<file path="config.mk">
export PLATFORM = sky130hd
export DESIGN_NAME = image_processing_ip_flat
export DESIGN_NICKNAME = d
export VERILOG_FILES = /design/src/rtl/image_processing_ip_if.sv /design/src/rtl/image_processing_ip.sv /design/src/flat_wrapper.sv
export SDC_FILE = /design/constraint.sdc
export NUM_CORES = 1
export LEC_CHECK = 0
export BUFFER_PORTS_ARGS = -buffer_cell sky130_fd_sc_hd__buf_2
export CORE_UTILIZATION = 52
export DETAILED_ROUTE_END_ITERATION = 10
export PLACE_DENSITY = 0.86
export SETUP_SLACK_MARGIN = 0.4
export SLEW_MARGIN = 20
export SYNTH_ARGS = -nofsm -noshare
export SYNTH_HDL_FRONTEND = slang
export SYNTH_SLANG_ARGS = --single-unit
</file>
<file path="constraint.sdc">
create_clock -name aclk -period 7.8 [get_ports aclk]
set_clock_uncertainty 0.15 [all_clocks]
set_input_delay 0.39 -clock aclk [delete_from_list [all_inputs] [get_ports aclk]]
set_output_delay 0.39 -clock aclk [all_outputs]
set_load 0.02 [all_outputs]
</file>
<file path="src/rtl/image_processing_ip_if.sv">
// AXI4-Stream beat bundle shared by the pixel
// processor's input and output ports.
interface image_processing_ip_if #(
  parameter int W = 32
) ();
  logic [W-1:0] tdata;
  logic         tvalid;
  logic         tlast;
  logic         tready;

  modport master (
    output tdata,
    output tvalid,
    output tlast,
    input  tready
  );

  modport slave (
    input  tdata,
    input  tvalid,
    input  tlast,
    output tready
  );
endinterface

</file>
<file path="src/rtl/image_processing_ip.sv">
// Per-pixel xRGB processor: pass, invert, gray, threshold.
// One holding register between MM2S and S2MM streams.
module image_processing_ip #(
  parameter int C_AXIS_TDATA_WIDTH = 32,
  parameter int COEF_R = 77,
  parameter int COEF_G = 150,
  parameter int COEF_B = 29
) (
  input  logic        aclk,
  input  logic        areset,
  input  logic [1:0]  cfg_mode,
  input  logic [7:0]  cfg_threshold,
  image_processing_ip_if.slave  s_axis_mm2s,
  image_processing_ip_if.master m_axis_s2mm,
  output logic [31:0] beat_count
);

  logic [C_AXIS_TDATA_WIDTH-1:0] r_tdata;
  logic        r_tvalid;
  logic        r_tlast;
  logic [31:0] r_beat_count;

  logic        w_tready;
  logic        w_accept;
  logic        w_xfer;
  logic [7:0]  w_r;
  logic [7:0]  w_g;
  logic [7:0]  w_b;
  logic [15:0] w_luma_sum;
  logic [7:0]  w_y;
  logic [31:0] w_result;

  assign w_tready = ~areset & (~r_tvalid | m_axis_s2mm.tready);
  assign w_accept = s_axis_mm2s.tvalid & w_tready;
  assign w_xfer   = r_tvalid & m_axis_s2mm.tready;

  assign w_r = s_axis_mm2s.tdata[23:16];
  assign w_g = s_axis_mm2s.tdata[15:8];
  assign w_b = s_axis_mm2s.tdata[7:0];

  // Weights sum to 256, so the 16-bit sum cannot overflow.
  assign w_luma_sum = 16'(w_r) * 16'(COEF_R)
                    + 16'(w_g) * 16'(COEF_G)
                    + 16'(w_b) * 16'(COEF_B);
  assign w_y = w_luma_sum[15:8];

  always_comb begin
    w_result = s_axis_mm2s.tdata;
    unique case (cfg_mode)
      2'd0: w_result = s_axis_mm2s.tdata;
      2'd1: w_result = ~s_axis_mm2s.tdata;
      2'd2: w_result = {8'h00, w_y, w_y, w_y};
      2'd3: w_result = (w_y >= cfg_threshold) ?
                       32'h00FF_FFFF : 32'h0000_0000;
      default: w_result = s_axis_mm2s.tdata;
    endcase
  end

  always_ff @(posedge aclk) begin
    if (areset) begin
      r_tdata      <= '0;
      r_tvalid     <= 1'b0;
      r_tlast      <= 1'b0;
      r_beat_count <= '0;
    end else begin
      if (w_xfer)
        r_beat_count <= r_beat_count + 32'd1;
      if (w_accept) begin
        r_tdata  <= w_result;
        r_tlast  <= s_axis_mm2s.tlast;
        r_tvalid <= 1'b1;
      end else if (w_xfer) begin
        r_tvalid <= 1'b0;
      end
    end
  end

  assign s_axis_mm2s.tready = w_tready;
  assign m_axis_s2mm.tdata  = r_tdata;
  assign m_axis_s2mm.tvalid = r_tvalid;
  assign m_axis_s2mm.tlast  = r_tlast;
  assign beat_count         = r_beat_count;

endmodule

</file>
<file path="src/flat_wrapper.sv">
// flat-port wrapper written by rule: the top's interface ports become plain ports
module image_processing_ip_flat 
#(
  parameter int C_AXIS_TDATA_WIDTH = 32,
  parameter int COEF_R = 77,
  parameter int COEF_G = 150,
  parameter int COEF_B = 29
)
  (aclk, areset, cfg_mode, cfg_threshold, beat_count, s_axis_mm2s_tdata, s_axis_mm2s_tvalid, s_axis_mm2s_tlast, s_axis_mm2s_tready, m_axis_s2mm_tdata, m_axis_s2mm_tvalid, m_axis_s2mm_tlast, m_axis_s2mm_tready);
  image_processing_ip_if s_axis_mm2s_i ();
  image_processing_ip_if m_axis_s2mm_i ();
  input  logic aclk;
  input  logic areset;
  input  logic [1:0] cfg_mode;
  input  logic [7:0] cfg_threshold;
  output logic [31:0] beat_count;
  input wire logic [$bits(s_axis_mm2s_i.tdata)-1:0] s_axis_mm2s_tdata;
  input wire logic [$bits(s_axis_mm2s_i.tvalid)-1:0] s_axis_mm2s_tvalid;
  input wire logic [$bits(s_axis_mm2s_i.tlast)-1:0] s_axis_mm2s_tlast;
  output wire logic [$bits(s_axis_mm2s_i.tready)-1:0] s_axis_mm2s_tready;
  output wire logic [$bits(m_axis_s2mm_i.tdata)-1:0] m_axis_s2mm_tdata;
  output wire logic [$bits(m_axis_s2mm_i.tvalid)-1:0] m_axis_s2mm_tvalid;
  output wire logic [$bits(m_axis_s2mm_i.tlast)-1:0] m_axis_s2mm_tlast;
  input wire logic [$bits(m_axis_s2mm_i.tready)-1:0] m_axis_s2mm_tready;
  assign s_axis_mm2s_i.tdata = s_axis_mm2s_tdata;
  assign s_axis_mm2s_i.tvalid = s_axis_mm2s_tvalid;
  assign s_axis_mm2s_i.tlast = s_axis_mm2s_tlast;
  assign s_axis_mm2s_tready = s_axis_mm2s_i.tready;
  assign m_axis_s2mm_tdata = m_axis_s2mm_i.tdata;
  assign m_axis_s2mm_tvalid = m_axis_s2mm_i.tvalid;
  assign m_axis_s2mm_tlast = m_axis_s2mm_i.tlast;
  assign m_axis_s2mm_i.tready = m_axis_s2mm_tready;
  image_processing_ip #(.C_AXIS_TDATA_WIDTH(C_AXIS_TDATA_WIDTH), .COEF_R(COEF_R), .COEF_G(COEF_G), .COEF_B(COEF_B)) u_core (.aclk(aclk), .areset(areset), .cfg_mode(cfg_mode), .cfg_threshold(cfg_threshold), .s_axis_mm2s(s_axis_mm2s_i), .m_axis_s2mm(m_axis_s2mm_i), .beat_count(beat_count));
endmodule
</file>
==> impl_metrics.toml <==
[outcome]
status = "finished, final reports clean"

[drt]
drt-initial-drc-count = 494
avgViaCountPerCell = 5.67
antenna_violating_nets_post_route = 0
detailroute.via_count = 5951
detail_route.wirelength_mm = 17.6
dr.pass1.iters = 7
detail_routed_net_length_per_standard_cell_um = 16.8
drt_drc_violations_left = 0

[critical_path]
critical-path-max-stage-delay_ns = 0.54
worst-r2r-setup-slack_ns = 5.27
timing.critical_path.from_type = "input pin"
timing.critical_path.depth = 34
crit_path_max_fanout = 4
crit_path_frequent_cell = "sky130_fd_sc_hd__ha_4"
worst_ep_required_time_ns = 7.81
critPathArrivalTime_ns = 7.67
timing_worst_setup_path_type = "input pin to register"
worst_r2r_path_depth = 6
end_kind = "register"
critical_path.n_buffers_inverters = 7
path_delay_family = "adder cells"
cp_slowest_cell = "sky130_fd_sc_hd__fa_1"

[timing]
post-route-period-util_pct = 98.1
rsz_0062_raised_after_global_routing = "yes"
max_freq_mhz = 131
timing_worst_slew_pin_value_ns = 0.793
finalHoldViolCount = 0
slew-limit-headroom_pct = 47.1
min_period_ns = 7.65
fin_tns_setup_ns = 0
setup-violations-final = 0
final-max-slew-violation-count = 0

[layout]
antenna-diode-count = 0
post_route_cells_drive_above_1_share_pct = 25.5
syn2layout_area_growth_pct = 23.3
post_layout_nonfiller_instances = 1050
finalNetCount = 1072
final_cell_mix = "109 x sky130_fd_sc_hd__buf_2, 99 x sky130_fd_sc_hd__inv_1, 76 x sky130_fd_sc_hd__ha_1"
layout.cells.most_common = "sky130_fd_sc_hd__buf_2"

[clocking]
clock_sink_count = 66
htreeDepth = 3
cts.path.max_buffers = 2
clkLatencyLatePin_ns = 0.33
clk_pin_slew_ns = 0.05
root_buffer = "sky130_fd_sc_hd__clkbuf_16"
cts_made_buffers = 9
tritoncts = "yes"
hold_buffers = 0

[placed_design]
place_inst = 1019
io_buffers = 113
routabilityCongestion = 0.907
detailed_place_hpwl_mm = 13.0

[synth]
postSynthNetCount = 946
synthCells = 751
ys_seq_area_share_pct = 20.0
syn_area_per_cell_um2 = 8.80
synth.ff_latch_count = 66
number_of_flops_mapped_to_enable_cells_by_yosys = 0
synth_async_sr_flop_share_pct = 0
ys_warn_count = 0
top_flip_flop_cell_by_instance_count_after_synthesis = "sky130_fd_sc_hd__dfxtp_1"
mappedNetlistArea_um2 = 6610
synth.distinct_cells = 62

[grt]
vias_in_the_first_global_route = 5747
grt_start_max_net_pins = 71
grt_usage_pct = 27.0
initial_antenna_violation_count = 0
global_route.overflow_total = 0
grt_first_pass_wirelength_mm = 27.9

[floorplan]
top_level_ports = 114
rows = 40
core_area_um2 = 12200
die_height_um = 115
initial_utilization_pct = 54.1
die_w_um = 115
die-area_um2 = 13200

[worst_hold_path]
hold_depth = 3
min-delay-path-class = "input pin to register"

[job]
drv_cap = 0
kinds of logic (layout without fill, tap and decap cells):
kind of cell | after synthesis | count (layout) | share of synthesized area, %
DFF | 66 | 66 | 20.0
xor gates and xnor gates | 55 | 55 | 7.41
buffers and inverters | 131 | 262 | 8.13
and+or+nand+nor | 211 | 211 | 16.0
adders and majority gates | 148 | 148 | 34.3
AOI/OAI and AO/OA | 137 | 137 | 13.7
muxes | 3 | 3 | 0.473
routing by layer:
layer,GRT usage (%),part of all wire [%]
met5,0,0
met2,44.8,47
met1,34.6,41
met3,5.72,7.4
met4,10.2,4.5
what timing repair did:
| action | CTS | global route |
|---|---|---|
| pin swaps | 28 | 36 |
| hold endpoints to repair | 0 | 0 |
| buffers inserted | 8 | 7 |
| endpoints found under the setup margin | 22 | 24 |
| gates resized for setup | 20 | 32 |
metrics by stage:
| step | area [um2] | setup slack, ns | hold slack (ns) | util, % |
|---|---|---|---|---|
| final | 8150 | 0.146 | 0.107 | 66.7 |
| after global routing | 8150 | -0.108 | 0.109 | 66.7 |
| after CTS | 7920 | 0.404 | 0.108 | 64.9 |
| after detailed placement | 7450 | -0.215 | 0.316 | 61.0 |
| after global placement | 7450 | 0.136 | 0.309 | 61.0 |
| after floorplan | 6720 | 0.407 | 0.349 | - |
final timing paths:
path | to | start
min | u_core.m_axis_s2mm.tlast | s_axis_mm2s_tlast
max reg2reg | u_core.m_axis_s2mm.tdata[5] | u_core.m_axis_s2mm.tvalid
min reg2reg | u_core.m_axis_s2mm.tlast | u_core.m_axis_s2mm.tlast
max | u_core.m_axis_s2mm.tdata[4] | s_axis_mm2s_tdata[11]
synth_stat cells, drive strengths merged, types with 8 or more instances:
cell    count  area, um2
xor2       27        244
o21ai      30        154
or2        10       62.6
nand2      33        124
xnor2      28        245
inv       106        398
nand3      20        118
a21o        8       60.1
clkbuf     19        101
ha         93       1160
nor3       33        165
o21a        8       60.1
nor2       72        270
dfxtp      66       1320
fa         55       1100
a21oi      52        264
state kept, by name, summed over array words and instances, names as in the netlist:
register / count
u_core.m_axis_s2mm.tvalid: 1
u_core.beat_count: 32
u_core.m_axis_s2mm.tdata: 32
u_core.m_axis_s2mm.tlast: 1
layout make-up:
type	instances	area, um2
Timing Repair Buffer	140	797
Sequential cell	66	1320
Inverter	106	398
Tap cell	168	210
Clock inverter	7	93.8
Multi-Input combinational cell	554	5100
Fill cell	938	4060
Clock buffer	9	225
worst min-delay path, stage by stage:
cell,delay (ns)
sky130_fd_sc_hd__buf_2,0.07
sky130_fd_sc_hd__nand2_1,0.03
sky130_fd_sc_hd__o21ai_0,0.05
Power is not shown: default switching activity piles up to over one toggle a cycle in this logic, so the estimate is an artifact.
